[config.mk]
export PLATFORM = sky130hd
export DESIGN_NAME = matrix_vec_mac
export DESIGN_NICKNAME = d
export VERILOG_FILES = /design/src/rtl/matrix_vec_mac.sv
export SDC_FILE = /design/constraint.sdc
export NUM_CORES = 2
export LEC_CHECK = 0
export BUFFER_PORTS_ARGS = -buffer_cell sky130_fd_sc_hd__buf_2
export CORE_ASPECT_RATIO = 1.1
export CORE_UTILIZATION = 35
export DETAILED_ROUTE_END_ITERATION = 12
export PLACE_DENSITY_LB_ADDON = 0.08
export SLEW_MARGIN = 5
export SYNTH_ARGS = -nofsm -noshare
export SYNTH_HDL_FRONTEND = slang
export SYNTH_SLANG_ARGS = --single-unit
[constraint.sdc]
create_clock -name clk -period 12.62 [get_ports clk]
set_clock_uncertainty 0.1 [all_clocks]
set_input_delay 0.631 -clock clk [delete_from_list [all_inputs] [get_ports clk]]
set_output_delay 0.631 -clock clk [all_outputs]
set_load 0.02 [all_outputs]
[src/rtl/matrix_vec_mac.sv]
// Sequential matrix-vector multiply: y = M * v with one signed 32-bit MAC per clock.
// Operands are snapshotted on an accepted Start; results are written one row at a time.
module matrix_vec_mac #(
  parameter int row = 4,
  parameter int col = 4
) (
  input  logic                    clk,
  input  logic                    reset,
  input  logic                    Start,
  input  logic                    Abort,
  input  logic [row*col*32-1:0]   Mat_in,
  input  logic [col*32-1:0]       Vec_in,
  output logic [row*32-1:0]       Result_out,
  output logic                    Busy_M,
  output logic                    Done,
  output logic                    Valid,
  output logic [1:0]              dbg_state_o
);

  localparam int RW = (row > 1) ? $clog2(row) : 1;
  localparam int CW = (col > 1) ? $clog2(col) : 1;

  typedef enum logic [1:0] {
    S_IDLE = 2'd0,
    S_MAC  = 2'd1,
    S_DONE = 2'd2
  } state_t;

  state_t                  state_q, state_d;
  logic [RW-1:0]           r_q, r_d;
  logic [CW-1:0]           c_q, c_d;
  logic [31:0]             acc_q, acc_d;
  logic [row*col*32-1:0]   mat_q, mat_d;
  logic [col*32-1:0]       vec_q, vec_d;
  logic [row*32-1:0]       res_q, res_d;
  logic                    valid_q, valid_d;

  logic [31:0]             m_sel;
  logic [31:0]             v_sel;
  logic [31:0]             prod;
  logic [31:0]             sum;
  logic                    last_c;
  logic                    last_r;

  // Operand selection uses constant slices so any row/col (including 1) stays well-formed.
  always_comb begin
    m_sel = '0;
    v_sel = '0;
    for (int i = 0; i < row; i++) begin
      for (int j = 0; j < col; j++) begin
        if (r_q == RW'(i) && c_q == CW'(j)) m_sel = mat_q[(i*col+j)*32 +: 32];
      end
    end
    for (int j = 0; j < col; j++) begin
      if (c_q == CW'(j)) v_sel = vec_q[j*32 +: 32];
    end
  end

  // Low 32 bits of a signed product equal those of the unsigned product.
  assign prod   = m_sel * v_sel;
  assign sum    = acc_q + prod;
  assign last_c = (c_q == CW'(col - 1));
  assign last_r = (r_q == RW'(row - 1));

  // Start is a request; it is taken only on an edge where Busy_M is low, never queued.
  always_comb begin
    state_d = state_q;
    r_d     = r_q;
    c_d     = c_q;
    acc_d   = acc_q;
    mat_d   = mat_q;
    vec_d   = vec_q;
    res_d   = res_q;
    valid_d = valid_q;
    case (state_q)
      S_IDLE: begin
        if (Start) begin
          mat_d   = Mat_in;
          vec_d   = Vec_in;
          r_d     = '0;
          c_d     = '0;
          acc_d   = '0;
          valid_d = 1'b0;
          state_d = S_MAC;
        end
      end
      S_MAC: begin
        if (Abort) begin
          valid_d = 1'b0;
          state_d = S_IDLE;
        end else if (last_c) begin
          for (int i = 0; i < row; i++) begin
            if (r_q == RW'(i)) res_d[i*32 +: 32] = sum;
          end
          acc_d = '0;
          c_d   = '0;
          if (last_r) begin
            r_d     = '0;
            valid_d = 1'b1;
            state_d = S_DONE;
          end else begin
            r_d = r_q + 1'b1;
          end
        end else begin
          acc_d = sum;
          c_d   = c_q + 1'b1;
        end
      end
      S_DONE:  state_d = S_IDLE;
      default: state_d = S_IDLE;
    endcase
  end

  always_ff @(posedge clk or negedge reset) begin
    if (!reset) begin
      state_q <= S_IDLE;
      r_q     <= '0;
      c_q     <= '0;
      acc_q   <= '0;
      mat_q   <= '0;
      vec_q   <= '0;
      res_q   <= '0;
      valid_q <= 1'b0;
    end else begin
      state_q <= state_d;
      r_q     <= r_d;
      c_q     <= c_d;
      acc_q   <= acc_d;
      mat_q   <= mat_d;
      vec_q   <= vec_d;
      res_q   <= res_d;
      valid_q <= valid_d;
    end
  end

  assign Result_out  = res_q;
  assign Busy_M      = (state_q != S_IDLE);
  assign Done        = (state_q == S_DONE);
  assign Valid       = valid_q;
  assign dbg_state_o = state_q;

endmodule

==> metrics.txt <==
worst-margin pin slew around 1.3 ns; asr flop ratio synth 100%; critical path endpoint category flop; Slew HR between 10% and 20%; pin count of the biggest net entering global routing 224; Routed WL 242000 µm; first-pass GRT wire length 346000 µm; Synth Area in Simple Gates 22.2%; FILL cells approximately 15000; number of remaining DRC errors 0; Die Span Y 411 µm; CTS tree done; layout cells sized above 1 17.1%; Die Area around 0.15 mm²; ys flop type dfrtp_1; part of the Yosys area used for sequential elements 38.0%; FF-to-FF path depth 35; pre-CTS setup slack 1.12 ns; area growth from synthesis to layout 23.7%; Final min period 11.66 ns; HP Class in -> reg; area share of fa/ha/maj cells after synthesis 19.6%; sequential cell area between 0.02 and 0.025 mm²; Hold Vio Cnt, Final 0; Worst setup SP type flop; # hold bufs at CTS 330; Post-Place Cells a little under 9000; Crit Path Category reg -> reg; main combinational cell family by area after synthesis simple AND/OR/NAND/NOR gates; Arr. time, crit path 12.17 ns; Starting Density 35.3%; post_cts resized 0; Critical Path Sink Result_out[31]$_DFFE_PN0P_; Yosys warnings 0; H-tree Lvls 3; Crit Reg-Reg Endpoint Result_out[31]$_DFFE_PN0P_; GRT overflow 0; Slowest-stage cell, CP o31ai_1; max-slew violations 0; final std cells w/o fill about 9200; die width about 370 µm; Vias/cell roughly 5.2; Yosys reg bits 807; status finished, final reports clean; Site Rows 149; mux contribution to synthesized area 1.69%; CTS max path bufs 3; DP HPWL around 190000 µm; Critical Path RT between 10 and 15 ns; critical path peak fanout 39; Final nets about 8400; clk sink count a little over 800; Top Ports 777; post-route ant nets 0; clock transition at the registers of the reported paths around 0.060 ns; Tot GR Track Use between 30% and 40%; Post-Syn Instances 6181; slowest stage delay, CP 0.79 ns; final setup TNS 0 ns; Wirelength per Cell roughly 26 µm; Pre-Repair DR Iteration Count 7; syn avg cell area 8.60 µm²; Post-CTS Setup Bufs 0; final setup margin 0.962 ns; Mapped Area about 0.053 mm²; Netlist cell types 95; RSZ-0062 raised after global routing no; FF-to-FF Start c_q[0]$_DFFE_PN0P_; antenna violations before repair 10; critical path startpoint c_q[0]$_DFFE_PN0P_; Net Count, Synth 7395; worst reg2reg setup slack around 0.96 ns; CTS Root Cell clkbuf_16; Worst-Skew Late Latency 0.75 ns; max_cap viols 0; Multi-input gate area 0.0295 mm²; port bufs about 780; core area 0.150 mm²; number of flops mapped to enable cells by yosys 0; Synth Area in Compound Gates 10.1%; Iter 0 DRT Violations 4193; Num CTS Buffers 95; vias in the first global route 49400; Final Wtd Congestion approximately 0.96; fmax 85.8 MHz; vias after detailed routing 48200; area share of xor/xnor cells in the synthesized design 1.59%; period utilisation layout 92.4%; Setup violations, final 0; CP dominant cell by count fa_1
==> flip-flops by register name (all words and copies together) (netlist names) <==
register / cells
Result_out: 128
Valid: 1
acc_q: 32
c_q: 2
dbg_state_o: 2
mat_q: 512
r_q: 2
vec_q: 128
==> worst max-delay path, delay by kind of cell, from the launching register on <==
| family | cells | cell delay (ns) |
|---|---|---|
| simple gates | 3 | 0.79 |
| xor+xnor | 12 | 2.58 |
| fa+ha+maj | 9 | 4.48 |
| flops | 1 | 0.47 |
| mux | 1 | 0.29 |
| compound gates | 3 | 1.61 |
| buf+inv | 7 | 1.23 |
==> per-stage QoR <==
| step | utilization (%) | instance area [µm²] | hold slack (ns) |
|---|---|---|---|
| final | 43.7 | 65800 | 0.0249 |
| after CTS | 43.7 | 65800 | 0.000270 |
| after floorplan | - | 53200 | 0.235 |
| after global placement | 39.3 | 59100 | 0.353 |
| after global routing | 43.7 | 65800 | 0.0201 |
| after detailed placement | 39.3 | 59100 | 0.356 |
==> Yosys cell counts, types with 8 or more instances <==
| cell | count | area (µm²) |
|---|---|---|
| nand2_1 | 2311 | 8670 |
| dfrtp_1 | 807 | 20200 |
| inv_1 | 516 | 1940 |
| fa_1 | 438 | 8770 |
| nor2_1 | 358 | 1340 |
| clkbuf_1 | 259 | 972 |
| a21oi_1 | 196 | 981 |
| o21ai_0 | 163 | 816 |
| ha_1 | 132 | 1650 |
| mux2_2 | 78 | 878 |
| nand2b_1 | 76 | 475 |
| xnor2_1 | 58 | 508 |
| buf_2 | 54 | 270 |
| a21o_1 | 43 | 323 |
| a221oi_1 | 42 | 368 |
| o22ai_1 | 41 | 257 |
| buf_4 | 40 | 300 |
| nor2b_1 | 36 | 225 |
| nand3_1 | 34 | 170 |
| a22o_1 | 32 | 280 |
| a22oi_1 | 30 | 225 |
| a211oi_1 | 28 | 210 |
| or2_2 | 28 | 175 |
| o211ai_1 | 26 | 195 |
| and2_1 | 25 | 156 |
| o221ai_1 | 24 | 210 |
| nand3b_1 | 20 | 150 |
| a31oi_1 | 16 | 100 |
| nor3_1 | 16 | 80.1 |
| and3_1 | 15 | 93.8 |
| o21a_1 | 14 | 105 |
| a221o_1 | 13 | 130 |
| o21ai_1 | 13 | 65.1 |
| xor2_1 | 12 | 105 |
| a311oi_1 | 10 | 87.6 |
| o31ai_1 | 10 | 75.1 |
| buf_1 | 8 | 30.0 |
| buf_6 | 8 | 90.1 |
| o2bb2ai_1 | 8 | 70.1 |
| or3_1 | 8 | 50.1 |
==> logic make-up after synthesis <==
family | after synthesis
DFF | 807
buffers and inverters | 890
AOI/OAI and AO/OA | 798
adders and majority gates | 570
and+or+nand+nor | 2955
xor gates and xnor gates | 81
muxes | 80
==> layer usage <==
| metal | share of wire, % | vias to the layer above | wire length [µm] | global-route usage, % |
|---|---|---|---|---|
| li1 | - | 21400 | - | - |
| met1 | 39 | 24400 | 95100 | 38.5 |
| met2 | 48 | 1904 | 117000 | 52.7 |
| met3 | 5.9 | 474 | 14400 | 4.30 |
| met4 | 6.5 | 2 | 15800 | 18.2 |
| met5 | 0.0054 | - | 13 | 0 |
==> placed cells by master, fill, tap and decap left out, types with 75 or more instances in the layout <==
| master | n |
|---|---|
| nand2b_1 | 75 |
| ha_1 | 125 |
| fa_1 | 438 |
| dfrtp_1 | 807 |
| nand2_1 | 2308 |
| nor2_1 | 354 |
| dlygate4sd3_1 | 330 |
| a21oi_1 | 189 |
| buf_4 | 122 |
| mux2_2 | 78 |
| clkbuf_16 | 95 |
| buf_2 | 775 |
| inv_1 | 515 |
| o21ai_0 | 162 |
==> how the worst min path moves through the flow <==
stage	startpoint	endpoint	slack [ns]	cells past startpoint
final	Mat_in[3]	mat_q[3]$_DFFE_PN0P_	0.02	3
after floorplan	reset	Result_out[0]$_DFFE_PN0P_	0.24	0
after global placement	vec_q[24]$_DFFE_PN0P_	vec_q[24]$_DFFE_PN0P_	0.35	2
after CTS	Mat_in[50]	mat_q[50]$_DFFE_PN0P_	0.0003	3
after global routing	Mat_in[91]	mat_q[91]$_DFFE_PN0P_	0.02	3
after detailed placement	vec_q[24]$_DFFE_PN0P_	vec_q[24]$_DFFE_PN0P_	0.36	2
==> final cells by class <==
| type | instances | area share [%] |
|---|---|---|
| Multi-Input combinational cell | 4484 | 44.8 |
| Clock buffer | 129 | 4.04 |
| Tap cell | 1963 | 3.73 |
| Antenna cell | 3 | 0.0114 |
| Clock inverter | 42 | 1.11 |
| Inverter | 520 | 2.97 |
| Sequential cell | 807 | 30.7 |
| Timing Repair Buffer | 1237 | 12.6 |
Power is not shown: default switching activity piles up to over one toggle a cycle in this logic, so the estimate is an artifact.
